### src/rtl/sha_pkg.sv
// Shared SHA-256 constants, schedule state encoding and the small sigma functions
// used by both the message schedule and the compression datapath.
package sha_pkg;

   localparam int SHA_WORDS  = 16;
   localparam int SHA_ROUNDS = 64;

   typedef enum logic [2:0] {
      ST_LOAD = 3'b001,
      ST_FULL = 3'b010,
      ST_RUN  = 3'b100
   } sched_state_t;

   function automatic logic [31:0] sigma0(input logic [31:0] x);
      return {x[6:0], x[31:7]} ^ {x[17:0], x[31:18]} ^ (x >> 3);
   endfunction

   function automatic logic [31:0] sigma1(input logic [31:0] x);
      return {x[16:0], x[31:17]} ^ {x[18:0], x[31:19]} ^ (x >> 10);
   endfunction

endpackage

### src/rtl/w_expand.sv
// Next schedule word from the sliding window: sigma1(w14) + w9 + sigma0(w1) + w0 mod 2^32.
// Purely combinational, no handshake.
module w_expand
   import sha_pkg::*;
(
   input  logic [31:0] w0,
   input  logic [31:0] w1,
   input  logic [31:0] w9,
   input  logic [31:0] w14,
   output logic [31:0] nw
);

   assign nw = sigma1(w14) + w9 + sigma0(w1) + w0;

endmodule

### src/rtl/sha_msg_sched.sv
// SHA-256 message schedule: loads 16 words over valid/ready, then presents W_t on each
// enable with zero latency from a 16-word window; in_ready is low outside LOAD.
module sha_msg_sched
   import sha_pkg::*;
#(
   parameter int WORD_W = 32,
   parameter int ROUNDS = 64
) (
   input  logic              clk,
   input  logic              rst,
   input  logic              in_valid,
   input  logic [WORD_W-1:0] in_data,
   output logic              in_ready,
   output logic              block_full,
   input  logic              init,
   input  logic              enable,
   input  logic              done,
   output logic [WORD_W-1:0] w_t,
   output logic [5:0]        w_round,
   output logic              protocol_err
);

   localparam logic [5:0] LAST_RND = 6'(ROUNDS - 1);

   sched_state_t      state;
   logic [3:0]        cnt;
   logic [5:0]        rnd;
   logic              exhausted;
   logic              err;
   logic [WORD_W-1:0] win [SHA_WORDS];
   logic [WORD_W-1:0] nw;

   w_expand u_w_expand (
      .w0  (win[0]),
      .w1  (win[1]),
      .w9  (win[9]),
      .w14 (win[14]),
      .nw  (nw)
   );

   always_ff @(posedge clk) begin
      if (rst) begin
         state     <= ST_LOAD;
         cnt       <= 4'd0;
         rnd       <= 6'd0;
         exhausted <= 1'b0;
         err       <= 1'b0;
         for (int i = 0; i < SHA_WORDS; i++) begin
            win[i] <= '0;
         end
      end else begin
         case (state)
            ST_LOAD: begin
               if (in_valid) begin
                  win[cnt] <= in_data;
                  cnt      <= cnt + 4'd1;
                  if (cnt == 4'd15) begin
                     state <= ST_FULL;
                     cnt   <= 4'd0;
                  end
               end
            end
            ST_FULL: begin
               if (init) begin
                  state     <= ST_RUN;
                  rnd       <= 6'd0;
                  exhausted <= 1'b0;
               end
            end
            ST_RUN: begin
               // Last round's word stays on w_t; a further enable is a protocol error.
               if (enable) begin
                  if (rnd != LAST_RND) begin
                     for (int i = 0; i < SHA_WORDS - 1; i++) begin
                        win[i] <= win[i+1];
                     end
                     win[SHA_WORDS-1] <= nw;
                     rnd <= rnd + 6'd1;
                  end else begin
                     exhausted <= 1'b1;
                  end
               end
               if (done) begin
                  state <= ST_LOAD;
                  cnt   <= 4'd0;
               end
            end
            default: state <= ST_LOAD;
         endcase

         if ((init && state != ST_FULL) ||
             (enable && (state != ST_RUN || exhausted))) begin
            err <= 1'b1;
         end
      end
   end

   assign in_ready     = (state == ST_LOAD);
   assign block_full   = (state == ST_FULL);
   assign w_t          = win[0];
   assign w_round      = rnd;
   assign protocol_err = err;

endmodule

### config.mk
export PLATFORM = sky130hd
export DESIGN_NAME = sha_msg_sched
export DESIGN_NICKNAME = d
export VERILOG_FILES = /design/src/rtl/sha_pkg.sv /design/src/rtl/w_expand.sv /design/src/rtl/sha_msg_sched.sv
export SDC_FILE = /design/constraint.sdc
export NUM_CORES = 1
export LEC_CHECK = 0
export CORE_MARGIN = 4
export CORE_UTILIZATION = 55
export CTS_CLUSTER_SIZE = 25
export DETAILED_ROUTE_END_ITERATION = 8
export PLACE_DENSITY_LB_ADDON = 0.2
export REMOVE_ABC_BUFFERS = 1
export SLEW_MARGIN = 20
export SYNTH_ARGS = -nofsm -noshare
export SYNTH_HDL_FRONTEND = slang
export SYNTH_SLANG_ARGS = --single-unit
### constraint.sdc
create_clock -name clk -period 5.9 [get_ports clk]
set_clock_uncertainty 0.2 [all_clocks]
set_input_delay 1.77 -clock clk [delete_from_list [all_inputs] [get_ports clk]]
set_output_delay 1.77 -clock clk [all_outputs]
set_load 0.05 [all_outputs]
Yosys cells after proc, flatten, opt, wreduce, memory -nomap -nowiden. Memory sizes are Yosys's and may differ from the RTL's. Cells that the tools add are included.

Add/sub/neg operators: 5. Equality and inequality tests: 14. Multiplexer cells: 47. Bitwise logic cells: 20. Reduce and logical (&&, ||, !) cells: 11.

Operators with widths (number): 32-bit 2-to-1 mux (17); 32-bit adder (3); 32-bit bitwise XOR (2); 32-bit OR reduction (1); 32-bit by 22-bit bitwise XOR with 32-bit output (1); 32-bit by 29-bit bitwise XOR with 32-bit output (1); 6-bit 2-to-1 mux (3); 4-bit 2-to-1 mux (4); 1-bit bitwise OR (16); 1-bit 2-to-1 mux (15); 3-bit 2-to-1 mux (4); 2-bit != test, second input constant (6); 6-bit one-hot mux with 2 select lines (1); 4-bit AND reduction (3); 3-bit one-hot mux with 3 select lines (1); 4-bit one-hot mux with 2 select lines (1); 6-bit by 1-bit adder with 6-bit output, second input constant (1); 6-bit != test, second input constant (1); 4-bit by 1-bit adder with 4-bit output, second input constant (1); 4-bit equality test, second input constant (1); 2-bit nonzero test (2); 3-bit by 1-bit equality test with 1-bit output, second input constant (1); 3-bit by 2-bit equality test with 1-bit output, second input constant (1); 3-bit equality test, second input constant (1); 7 further kinds (9).

Flip-flop bits (word level): 15. RAM bits: 512. Input bits: 38. Output and inout port bits: 41. Word-level logic and storage cells: 103. Memories kept: 1.

Memories: win (depth 16, bits a word 32, rd ports 16, clocked after Yosys merged registers in 0, write ports 16, RTL line sha_msg_sched.sv:30) `logic [WORD_W-1:0] win [SHA_WORDS];`.

Logic depth before layout (Yosys ltp).
Depth in word-level cells: 8. Depth in mapped cells: 16. Gate-level depth less buffers: 16.

Modules after synthesis. A second synthesis with hierarchy kept.

Cell total of the unflattened synthesis: 2308. Area total of the unflattened synthesis: 27198.6 sq um.

Modules (own cells, without submodules): sha_msg_sched (times used 1, cells an instance 1753, area an instance 22600.4 sq um, seq. area each 15675.0 sq um); w_expand (times used 1, cells an instance 555, area an instance 4598.2 sq um, seq. area each 0.0 sq um).

Worst setup path after synthesis. Ideal clock, no wire load.

Path type: input -> register. From: in rst. To: mem win[14][0], enable pin. Setup time: 0.466 ns. Arrival: 4.752 ns. Required time: 5.234 ns. Setup slack: 0.482 ns. Cell stages on the path: 6. Path buffers: 2. Cells stage by stage: clkbuf_1 nor2_1 and3_1 buf_2 nand2_1 o21ai_0.

RTL lines: from (decl) (RTL line sha_msg_sched.sv:10) `input logic rst,`; to (decl) (RTL line sha_msg_sched.sv:30).

==> results by group <==
STA
  – Fin Setup TNS: 0 ns
  – Slew Limit Fails: 0
  – Final Hold Viols: 0
  – RSZ-0062 raised after global routing: no
  – Slew HR: 21.6%
  – Fin Hold WS: 0.287 ns
  – Min Tclk post-route: 4.95 ns
  – Period utilization: 83.9%
  – Fmax: 202 MHz
  – Worst slew pin tran: 1.17 ns
  – Setup violations, final: 0

CTS
  – Post_cts resized: 0
  – Post-CTS setup buffer count: 0
  – Sink Count: 527
  – Clk root buf: clkbuf_16
  – Worst-path clk slew: 0.07 ns
  – Clock latency on the worst-skew pair: 0.62 ns
  – CTS tree: yes
  – Hold-fix buffers at CTS: 0
  – CTS Buf Count: 56
  – CTS H-Tree Depth: 2
  – Clk buf depth: 3

Yosys
  – Sequential area share after synthesis: 57.6%
  – Yosys warnings: 0
  – Avg Cell Area, Syn: 12.0 µm²
  – Post-synth EDFFs: 512
  – Cell Area, Synth: 27,200 µm²
  – Yosys reg bits: 527
  – Synth Instances: 2,273
  – Share of flip-flops with an asynchronous set or reset: 0%
  – Dominant cell type by area after synthesis: edfxtp_1
  – Synth top area cells: edfxtp_1 57%, a22o_1 10%, fa_1 4.6%
  – Share of the synthesized area in the top cell type: 56.5%
  – Ys flop type: edfxtp_1
  – Top-count cell post-synth: edfxtp_1
  – Synth top cells by count: 512 x edfxtp_1, 321 x a22o_1, 223 x nand2_1, 214 x o21ai_0, 174 x nand2b_1
  – Synth cell types: 59

Final layout
  – Area delta synth->final: 12.2%
  – Antenna cells: 0
  – Layout cells sized above 1: 7.44%
  – Post-Route Utilization: 62.3%
  – Final Net Count: 2,389
  – Design area: 30,500 µm²

Route
  – Post-DR vias/cell: 6.32
  – Drt pass-1 iters: 5
  – ANT nets after route: 0
  – Routed vias: 18,700
  – Wirelength, routed: 81.9 mm
  – Residual DRC: 0
  – Initial DRC count: 2,285
  – Wire length per cell: 27.7 µm

Placed design
  – Dpl cell area: 28,700 µm²
  – Placer congestion estimate: 0.998
  – IO buf count: 78
  – DP Wirelength: 55.0 mm

Floorplan
  – Initial core utilization: 55.6%
  – FP Rows: 81
  – Die area: 53,100 µm²
  – DIE HEIGHT: 230 µm
  – Core area: 49,000 µm²
  – I/O pin cnt: 79
  – Die W: 230 µm

Global route
  – Gr ovfl total: 0
  – Antenna violations before repair: 0
  – Pin count of the biggest net entering global routing: 113
  – Vias in the first global route: 18,000
  – First-pass GRT wire length: 121 mm
  – GRT Total Usage: 30.5%

Power and ir drop
  – Worst ir drop on vdd: 0.341 mV
  – PwrDens: 433 nW/µm²
  – Leak Pwr: 11.1 nW

Worst setup path
  – Worst Path Buf+Inv: 3
  – Slowest stage delay, CP: 0.52 ns
  – Critical path required time: 6.03 ns
  – Critical path launch point type: flip-flop
  – Worst Path Max Fanout: 5
  – Worst Path Arrival: 5.08 ns
  – CP top delay family: adder cells
  – R2R Setup Slk: 0.95 ns
  – Crit path kind: reg2reg
  – Slowest CP cell: fa_1
  – CP Capture Type: flip-flop
  – Crit-path cells: xnor2_1 > xnor2_1 > fa_1 > inv_1 > fa_1 > inv_1 > ha_1 > inv_1 > fa_1 > and2b_1 > o2111ai_1 > a211oi_1 > o21ai_0 > o21ai_0 > xnor2_1 > o21ai_0

Status
  – Status: completed

Flow run
  – Max Cap Viol: 0

Worst hold path
  – Worst hold-check path type: reg2reg
[area by class of cell]
cell class	instances	area, µm²
Fill cell	3815	18400
Sequential cell	527	15700
Multi-Input combinational cell	1388	10300
Clock buffer	69	1490
Timing Repair Buffer	126	1270
Tap cell	664	831
Inverter	154	578
Clock inverter	33	367
[stage by stage]
stage	setup slack, ns	power (mW)	std cells
2_1_floorplan	-7.24	7.89	2069
3_3_place_gp	1.02	9.44	2857
3_5_place_dp	1.07	9.46	2859
4_1_cts	1.05	13.1	2961
5_1_grt	0.769	13.8	2961
6_report	0.947	13.2	2961
[state kept, by name (all words and copies together) (netlist names)]
| name | flops |
|---|---|
| win | 512 |
| w_round | 6 |
| cnt | 4 |
| state | 3 |
| exhausted | 1 |
| protocol_err | 1 |
[per-layer routing]
layer | global-route usage [%] | up-vias | routed length (µm) | share of wire [%]
li1 | - | 8128 | - | -
met1 | 42.7 | 9481 | 33400 | 41
met2 | 47.7 | 925 | 37500 | 46
met3 | 6.48 | 173 | 7750 | 9.5
met4 | 10.8 | 0 | 3300 | 4.0
met5 | 0 | - | 0 | 0
[power breakdown]
group | internal, mW | total [mW] | switching (mW)
Clock | 2.14 | 3.64 | 1.51
Sequential | 4.55 | 4.80 | 0.249
Combinational | 1.72 | 4.76 | 3.04
[worst reg2reg max path, cell delays in order (launching register included)]
cell and delay (ns):
edfxtp_1 0.48, xnor2_1 0.27, xnor2_1 0.13, fa_1 0.52
inv_1 0.05, fa_1 0.43, inv_1 0.07, ha_1 0.18
inv_1 0.07, fa_1 0.47, and2b_1 0.27, o2111ai_1 0.16
a211oi_1 0.50, o21ai_0 0.35, o21ai_0 0.30, xnor2_1 0.14
o21ai_0 0.08
[kinds of logic after synthesis]
| kind of cell | after synthesis | share of synthesized area (%) |
|---|---|---|
| AND/OR/NAND/NOR | 504 | 9.15 |
| XOR/XNOR | 150 | 4.83 |
| adder cells (fa/ha/maj) | 98 | 6.22 |
| flip-flops | 527 | 57.6 |
| buffers and inverters | 358 | 5.32 |
| AO/OA/AOI/OAI | 636 | 16.9 |
[worst paths after layout]
check,start,endpoint,cells past startpoint
max,win[1][8]$_DFFE_PP_,win[15][23]$_DFFE_PP_,16
min reg2reg,exhausted$_SDFFE_PP0P_,exhausted$_SDFFE_PP0P_,2
min,exhausted$_SDFFE_PP0P_,exhausted$_SDFFE_PP0P_,2
max reg2reg,win[1][8]$_DFFE_PP_,win[15][23]$_DFFE_PP_,16
[layout by cell type, fill, tap and decap left out, drive strengths merged, types with 6 or more instances in the layout]
cell,n
edfxtp,512
a22o,321
nand2,223
o21ai,220
nand2b,174
inv,155
xnor2,120
clkdlybuf4s50,77
clkbuf,69
fa,62
buf,49
nor2,41
ha,36
a21oi,36
xor2,30
clkinv,22
dfxtp,15
nand4,13
nand3,12
and3,11
a21o,10
nor3,10
o31ai,8
bufinv,8
and2,6
a31oi,6
(Power assumes the default switching activity.)
